`config.mk`:
```
export PLATFORM = sky130hd
export DESIGN_NAME = bool_func_sweep_ctrl
export DESIGN_NICKNAME = d
export VERILOG_FILES = /design/src/rtl/bool_func_sweep_ctrl.sv
export SDC_FILE = /design/constraint.sdc
export NUM_CORES = 1
export LEC_CHECK = 0
export ABC_CLOCK_PERIOD_IN_PS = 2120
export BUFFER_PORTS_ARGS = -buffer_cell sky130_fd_sc_hd__buf_2
export CAP_MARGIN = 25
export CORE_MARGIN = 8
export CORE_UTILIZATION = 49
export CTS_CLUSTER_DIAMETER = 80
export DETAILED_ROUTE_END_ITERATION = 16
export PLACE_DENSITY = 0.73
export SYNTH_ARGS = -nofsm -noshare
export SYNTH_HDL_FRONTEND = slang
export SYNTH_SLANG_ARGS = --single-unit
```
`constraint.sdc`:
```
create_clock -name clk -period 2.12 [get_ports clk]
set_input_delay 0.212 -clock clk [delete_from_list [all_inputs] [get_ports clk]]
set_output_delay 0.212 -clock clk [all_outputs]
set_load 0.01 [all_outputs]
```
`src/rtl/bool_func_sweep_ctrl.sv`:
```
// Exhaustive sweeper for a 6-input Boolean block: walks all 64 vectors, samples Y, checks it against a golden mask.
// Each vector is held SETTLE_CYC cycles; done pulses 1+64*SETTLE_CYC cycles after start; abort cancels with no done.
module bool_func_sweep_ctrl #(
  parameter logic [63:0] MINTERM_MASK = 64'h0500_5500_1511_1511,
  parameter int unsigned SETTLE_CYC   = 2
) (
  input  logic        clk,
  input  logic        rst,
  input  logic        start,
  input  logic        abort,
  input  logic        Y_in,
  output logic [5:0]  drv_in,
  output logic        busy,
  output logic        done,
  output logic        pass,
  output logic [6:0]  err_count,
  output logic [5:0]  first_err_idx,
  output logic        first_err_vld,
  output logic [63:0] obs_table
);

  typedef enum logic [1:0] {
    IDLE   = 2'd0,
    SETTLE = 2'd1,
    DONE   = 2'd2
  } state_t;

  localparam logic [3:0] CNT_LAST = 4'(SETTLE_CYC - 1);

  state_t      state_q;
  logic [5:0]  idx_q;
  logic [5:0]  drv_q;
  logic [3:0]  cnt_q;
  logic        busy_q;
  logic        done_q;
  logic        pass_q;
  logic [6:0]  err_q;
  logic [6:0]  err_d;
  logic [5:0]  ferr_idx_q;
  logic        ferr_vld_q;
  logic [63:0] obs_q;
  logic        mismatch;

  assign mismatch = (Y_in != MINTERM_MASK[idx_q]);
  // pass is decided from err_d so the last vector's verdict is included
  assign err_d    = err_q + {6'd0, mismatch};

  always_ff @(posedge clk) begin
    if (rst) begin
      state_q    <= IDLE;
      idx_q      <= 6'd0;
      drv_q      <= 6'd0;
      cnt_q      <= 4'd0;
      busy_q     <= 1'b0;
      done_q     <= 1'b0;
      pass_q     <= 1'b0;
      err_q      <= 7'd0;
      ferr_idx_q <= 6'd0;
      ferr_vld_q <= 1'b0;
      obs_q      <= 64'd0;
    end else begin
      case (state_q)
        IDLE: begin
          done_q <= 1'b0;
          if (start) begin
            state_q    <= SETTLE;
            busy_q     <= 1'b1;
            idx_q      <= 6'd0;
            drv_q      <= 6'd0;
            cnt_q      <= 4'd0;
            err_q      <= 7'd0;
            ferr_idx_q <= 6'd0;
            ferr_vld_q <= 1'b0;
            obs_q      <= 64'd0;
            pass_q     <= 1'b0;
          end
        end
        SETTLE: begin
          if (abort) begin
            state_q <= IDLE;
            busy_q  <= 1'b0;
            drv_q   <= 6'd0;
            idx_q   <= 6'd0;
            cnt_q   <= 4'd0;
            pass_q  <= 1'b0;
          end else if (cnt_q == CNT_LAST) begin
            obs_q[idx_q] <= Y_in;
            err_q        <= err_d;
            cnt_q        <= 4'd0;
            if (mismatch && !ferr_vld_q) begin
              ferr_idx_q <= idx_q;
              ferr_vld_q <= 1'b1;
            end
            if (idx_q == 6'd63) begin
              state_q <= DONE;
              busy_q  <= 1'b0;
              done_q  <= 1'b1;
              pass_q  <= (err_d == 7'd0);
            end else begin
              idx_q <= idx_q + 6'd1;
              drv_q <= idx_q + 6'd1;
            end
          end else begin
            cnt_q <= cnt_q + 4'd1;
          end
        end
        DONE: begin
          done_q  <= 1'b0;
          state_q <= IDLE;
        end
        default: state_q <= IDLE;
      endcase
    end
  end

  assign drv_in        = drv_q;
  assign busy          = busy_q;
  assign done          = done_q;
  assign pass          = pass_q;
  assign err_count     = err_q;
  assign first_err_idx = ferr_idx_q;
  assign first_err_vld = ferr_vld_q;
  assign obs_table     = obs_q;

endmodule

```
# Yosys cells after proc, flatten, opt, wreduce, memory -nomap -nowiden
# Memories as Yosys holds them, arrays and structs flattened. A register that Yosys moved wholly into a read port is not among the register bits.
# Cells that the tools add are included.
dict set report totals {
  ram_bits 0
  rom_bits 64
  mem_count 1
  latchBits 0
  output_inout_bits 87
  reg_bits 93
}
dict set report classes {
  reduce_logical 15
  eq_ne 13
  n_shift 0
  order_cmp 2
  mul 0
  muxes 50
  n_bitwise 0
  add_sub_neg 3
  n_div 0
}
# memory words word_bits read_ports rd_clocked_by_memory_dff write_ports line_no
set memory_table {}
lappend memory_table {{(no name shown)} 64 1 1 1 0 44} ;# assign mismatch = (Y_in != MINTERM_MASK[idx_q]);
# op count
set ops {}
lappend ops {{64-bit two-way mux} 3}
lappend ops {{64-bit one-hot mux with 2 select lines} 1}
lappend ops {{64-bit bitwise mux} 1}
lappend ops {{6-bit two-way mux} 9}
lappend ops {{6-bit one-hot mux with 2 select lines} 2}
lappend ops {{7-bit two-way mux} 3}
lappend ops {{1-bit two-way mux} 16}
lappend ops {{4-bit AND reduction} 4}
lappend ops {{7-bit one-hot mux with 2 select lines} 1}
lappend ops {{4-bit two-way mux} 3}
lappend ops {{2-bit inequality test (second input constant)} 5}
lappend ops {{3-bit inequality test (second input constant)} 3}
lappend ops {{2-bit two-way mux} 4}
lappend ops {{1-bit one-hot mux with 2 select lines} 4}
lappend ops {{4-bit one-hot mux with 2 select lines} 1}
lappend ops {{7-bit by 1-bit adder with 7-bit output} 1}
lappend ops {{7-bit logical NOT} 1}
lappend ops {{6-bit by 7-bit < comparator with 1-bit output (second input constant)} 1}
lappend ops {{6-bit by 1-bit adder with 6-bit output (second input constant)} 1}
lappend ops {{1-bit demux with 6-bit select} 1}
lappend ops {{6-bit equality test (second input constant)} 1}
lappend ops {{6-bit by 1-bit greater-or-equal comparator with 1-bit output (second input constant)} 1}
lappend ops {{5-bit AND reduction} 1}
lappend ops {{4-bit by 1-bit adder with 4-bit output (second input constant)} 1}
lappend ops {{12 further kinds} 14}

# Depth between registers and ports, before layout
dict set report depth {
  word_depth 9
  depth_mapped 9
  depth_no_buf 9
}

# Worst setup path before layout
# Ideal clock, no wire load.
dict set report synth_path {
  path_kind {register -> register}
  startpoint {reg cnt_q[0]}
  endpoint {reg drv_q[4] (netlist: drv_in[4])}
  stages_incl_launch_ff 7
  period_less_slack_ps 2033
  setup_time_ps 71
  arrival_ps 1962
  setup_slack_ps 87
  cell_sequence {dfxtp_1 ha_1 or3b_4 a311oi_4 nor2_1 or4_1 a21oi_1}
}
dict set report synth_via {
  elab_chain_len 3
}
# element line_no
set synth_lines {}
lappend synth_lines {{start: declaration} 33} ;# logic [3:0] cnt_q;
lappend synth_lines {{start signal: assignment} 104} ;# cnt_q <= cnt_q + 4'd1;
lappend synth_lines {{4-bit by 1-bit equality test with 1-bit output} 86} ;# end else if (cnt_q == CNT_LAST) begin
lappend synth_lines {{3-bit inequality test (no source line)} -}
lappend synth_lines {{4-bit AND reduction (no source line)} -}
lappend synth_lines {{end signal: assignment} 101} ;# drv_q <= idx_q + 6'd1;
lappend synth_lines {{end: declaration} 32} ;# logic [5:0] drv_q;
# No other way between the ends.
# A chain may end at the register's enable or synchronous reset.

==> results.json <==
{
  "status": "finished with violations",
  "violations": "negative setup slack",
  "final_util_pct": 63.9,
  "avgSynthCellArea_um2": 7.60,
  "synth_seq_cells": 94,
  "cts_made_buffers": 9,
  "post-synth-top-count-cell": "a21oi_1",
  "stdcell_area_mm2": 0.00560,
  "start_util_pct": 50.8,
  "row_count": 34,
  "drt-pass1-iter-count": 5,
  "drt_iter0_markers": 458,
  "hold_start": "rst",
  "arrival_ns": 2.37,
  "timing.fmax_mhz": 471,
  "pwr-share-clk_pct": 37.5,
  "synth-edff-count": 0,
  "ant_nets": 0,
  "setup_viol": 1,
  "gp_congestion": 0.886,
  "netlist.area_leader.share_pct": 42.3,
  "startpoint": "cnt_q[1]",
  "r2r_start": "cnt_q[1]",
  "yosys-top-cells-count": "a21oi_1, dfxtp_1, nand2_1, o21ai_1",
  "n_antenna_cell": 0,
  "path_delay_family": "compound AO/OA/AOI/OAI gates",
  "startpoint_type": "flop",
  "drcViolationCount": 0,
  "grtUsageTotal_pct": 21.9,
  "core_mm2": 0.00876,
  "crit_required_ns": 2.36,
  "overflow": 0,
  "relSlewSlack_pct": 60.1,
  "swShare_pct": 25.9,
  "placed_area_mm2": 0.00530,
  "grt_start_max_net_pins": 93,
  "area_growth_pct": 25.9,
  "worstPathMaxFanout": 4,
  "syn_area_mm2": 0.00445,
  "synthArstFlopShare_pct": 0,
  "hold_buffers": 0,
  "finalNetCount": 707,
  "crit_type": "reg2reg",
  "via_per_inst": 5.99,
  "ys.flop_type": "dfxtp_1",
  "cts_max_level": 3,
  "path_cells": "inv_1 > ha_2 > or3b_4 > buf_4 > a311o_1 > xnor2_1 > a21oi_1 > a221o_1",
  "dp_hpwl_um": 9690,
  "rsz0062_at_grt": "yes",
  "p_int_uw": 2410,
  "grt_pass1_wl_um": 22800,
  "routedWlPerCell_um": 17.6,
  "cap_violations": 0,
  "fin_crit_ns": 2.13,
  "tightest_slew_ns": 0.598,
  "cts_root_buf": "clkbuf_8",
  "antenna_found_initial": 0,
  "fin_setup_tns_ns": -0.00521,
  "vias": 4843,
  "syn_inst": 585,
  "syn_nets": 595,
  "num_io_pins": 92,
  "path_buf_inv": 2,
  "p_seq_share_pct": 54.7,
  "clock_sinks": 94,
  "maxSlewViolCount": 0,
  "yosys_warnings": 0,
  "dieArea_mm2": 0.0124,
  "die_y_um": 111,
  "slowest_delay_ns": 0.40,
  "power.switching_uw": 840,
  "setup_ws_ns": -0.00521,
  "reg2reg_depth": 8,
  "cts_tree": "done",
  "cts_buffer_depth": 2,
  "powerDensity_mw_per_mm2": 580,
  "cp_num_cells": 8,
  "rrSetupSlack_ns": -0.005,
  "netlist_top_cells_area": "dfxtp_1, a21oi_1, o21ai_1",
  "seq_area_frac_synth_pct": 42.3,
  "cp-end-kind": "flop",
  "die_w_um": 111,
  "synth_cell_types": 50,
  "combPwrFrac_pct": 7.8,
  "drt_wl_total_um": 14300,
  "hold_class": "in2reg",
  "finClkSkew_ns": 0.0152,
  "port_buffers": 91,
  "place_ws_ns": 0.00699,
  "post-route-period-util_pct": 100,
  "slowest_stage": "or3b_4",
  "p_leak_uw": 0.00234,
  "synth_largest_area_cell": "dfxtp_1",
  "hold_viol": 0,
  "clk_pin_slew_ns": 0.10,
  "layout-drive-gt1-share_pct": 27.2,
  "grt_pass1_vias": 4499,
  "clk_latency_ns": 0.37,
  "vdd_ir_drop_max_uv": 370
}
metal layers:
| layer | vias up | track usage, % | wire [um] |
|---|---|---|---|
| met5 | - | 0 | 0 |
| met1 | 2303 | 27.5 | 6000 |
| li1 | 2301 | - | - |
| met2 | 213 | 35.3 | 7030 |
| met4 | 0 | 8.27 | 261 |
| met3 | 26 | 5.03 | 992 |
what timing repair did:
item	CTS	global route
pin swaps	1	4
hold endpoints to repair	0	0
gates resized for setup	4	13
endpoints found under the setup margin	3	74
buffers inserted	4	0
placed cells by master (no fill, tap or decap), drive strengths merged, types with 3 or more instances in the layout:
cell | synthesis | final
or3 | 4 | 4
clkbuf | 35 | 9
nor3 | 14 | 14
xnor2 | 5 | 5
dfxtp | 94 | 94
a31oi | 3 | 3
ha | 5 | 5
nor2b | 6 | 6
nor2 | 35 | 35
buf | 18 | 154
nand3 | 10 | 10
nor3b | 10 | 10
a21oi | 141 | 141
a22oi | 9 | 9
inv | 3 | 5
and3 | 5 | 5
nand2 | 72 | 72
a211o | 3 | 3
nor4 | 3 | 3
nand2b | 3 | 3
or2 | 3 | 3
o21ai | 72 | 72
sequential cells by signal, summed over array words and instances (netlist names), named ones only:
| name | count |
|---|---|
| first_err_vld | 1 |
| cnt_q | 4 |
| pass | 1 |
| busy | 1 |
| drv_in | 6 |
| err_count | 7 |
| state_q | 2 |
| first_err_idx | 6 |
| done | 1 |
| obs_table | 64 |
worst min-delay path by stage:
stage          slack [ns]  depth (start not counted)            end
4_1_cts              0.20                          3      drv_in[2]
5_1_grt              0.23                          3      drv_in[2]
3_5_place_dp         0.46                          2           pass
3_3_place_gp         0.46                          2  obs_table[51]
2_1_floorplan        0.40                          2      drv_in[2]
6_report             0.21                          3      drv_in[2]
worst min-delay path: stages:
cell    delay (ns)
buf_2         0.12
nor2_1        0.09
o21a_1        0.11
power by group through the flow:
stage / Combinational, uW / Clock, uW / Sequential [uW]
after floorplan: 168 / 0 / 1810
after global placement: 235 / 0 / 1820
after detailed placement: 239 / 0 / 1820
after CTS: 247 / 1230 / 1770
after global routing: 274 / 1300 / 1780
final: 252 / 1220 / 1770
cells by family (layout without fill, tap and decap cells):
logic type / count (synthesis) / after routing / synth area share, %
simple gates: 176 / 176 / 19.1
mux: 2 / 2 / 0.450
xor+xnor: 5 / 5 / 0.984
flops: 94 / 94 / 42.3
fa+ha+maj: 5 / 5 / 1.41
buf+inv: 56 / 172 / 5.23
compound gates: 247 / 247 / 30.5
final cells by class:
type                            count  area (um^2)
Inverter                            3         11.3
Fill cell                         767         3160
Tap cell                          108          135
Clock buffer                        9          124
Multi-Input combinational cell    435         2410
Timing Repair Buffer              154          966
Sequential cell                    94         1880
Clock inverter                      6         71.3
per-stage QoR:
step | cells | hold WS [ns] | power, uW
5_1_grt | 809 | 0.226 | 3350
6_report | 809 | 0.211 | 3240
3_3_place_gp | 790 | 0.459 | 2050
3_5_place_dp | 790 | 0.463 | 2050
2_1_floorplan | 585 | 0.401 | 1980
4_1_cts | 809 | 0.198 | 3250
Note: power is estimated with default switching activity, not from simulation.
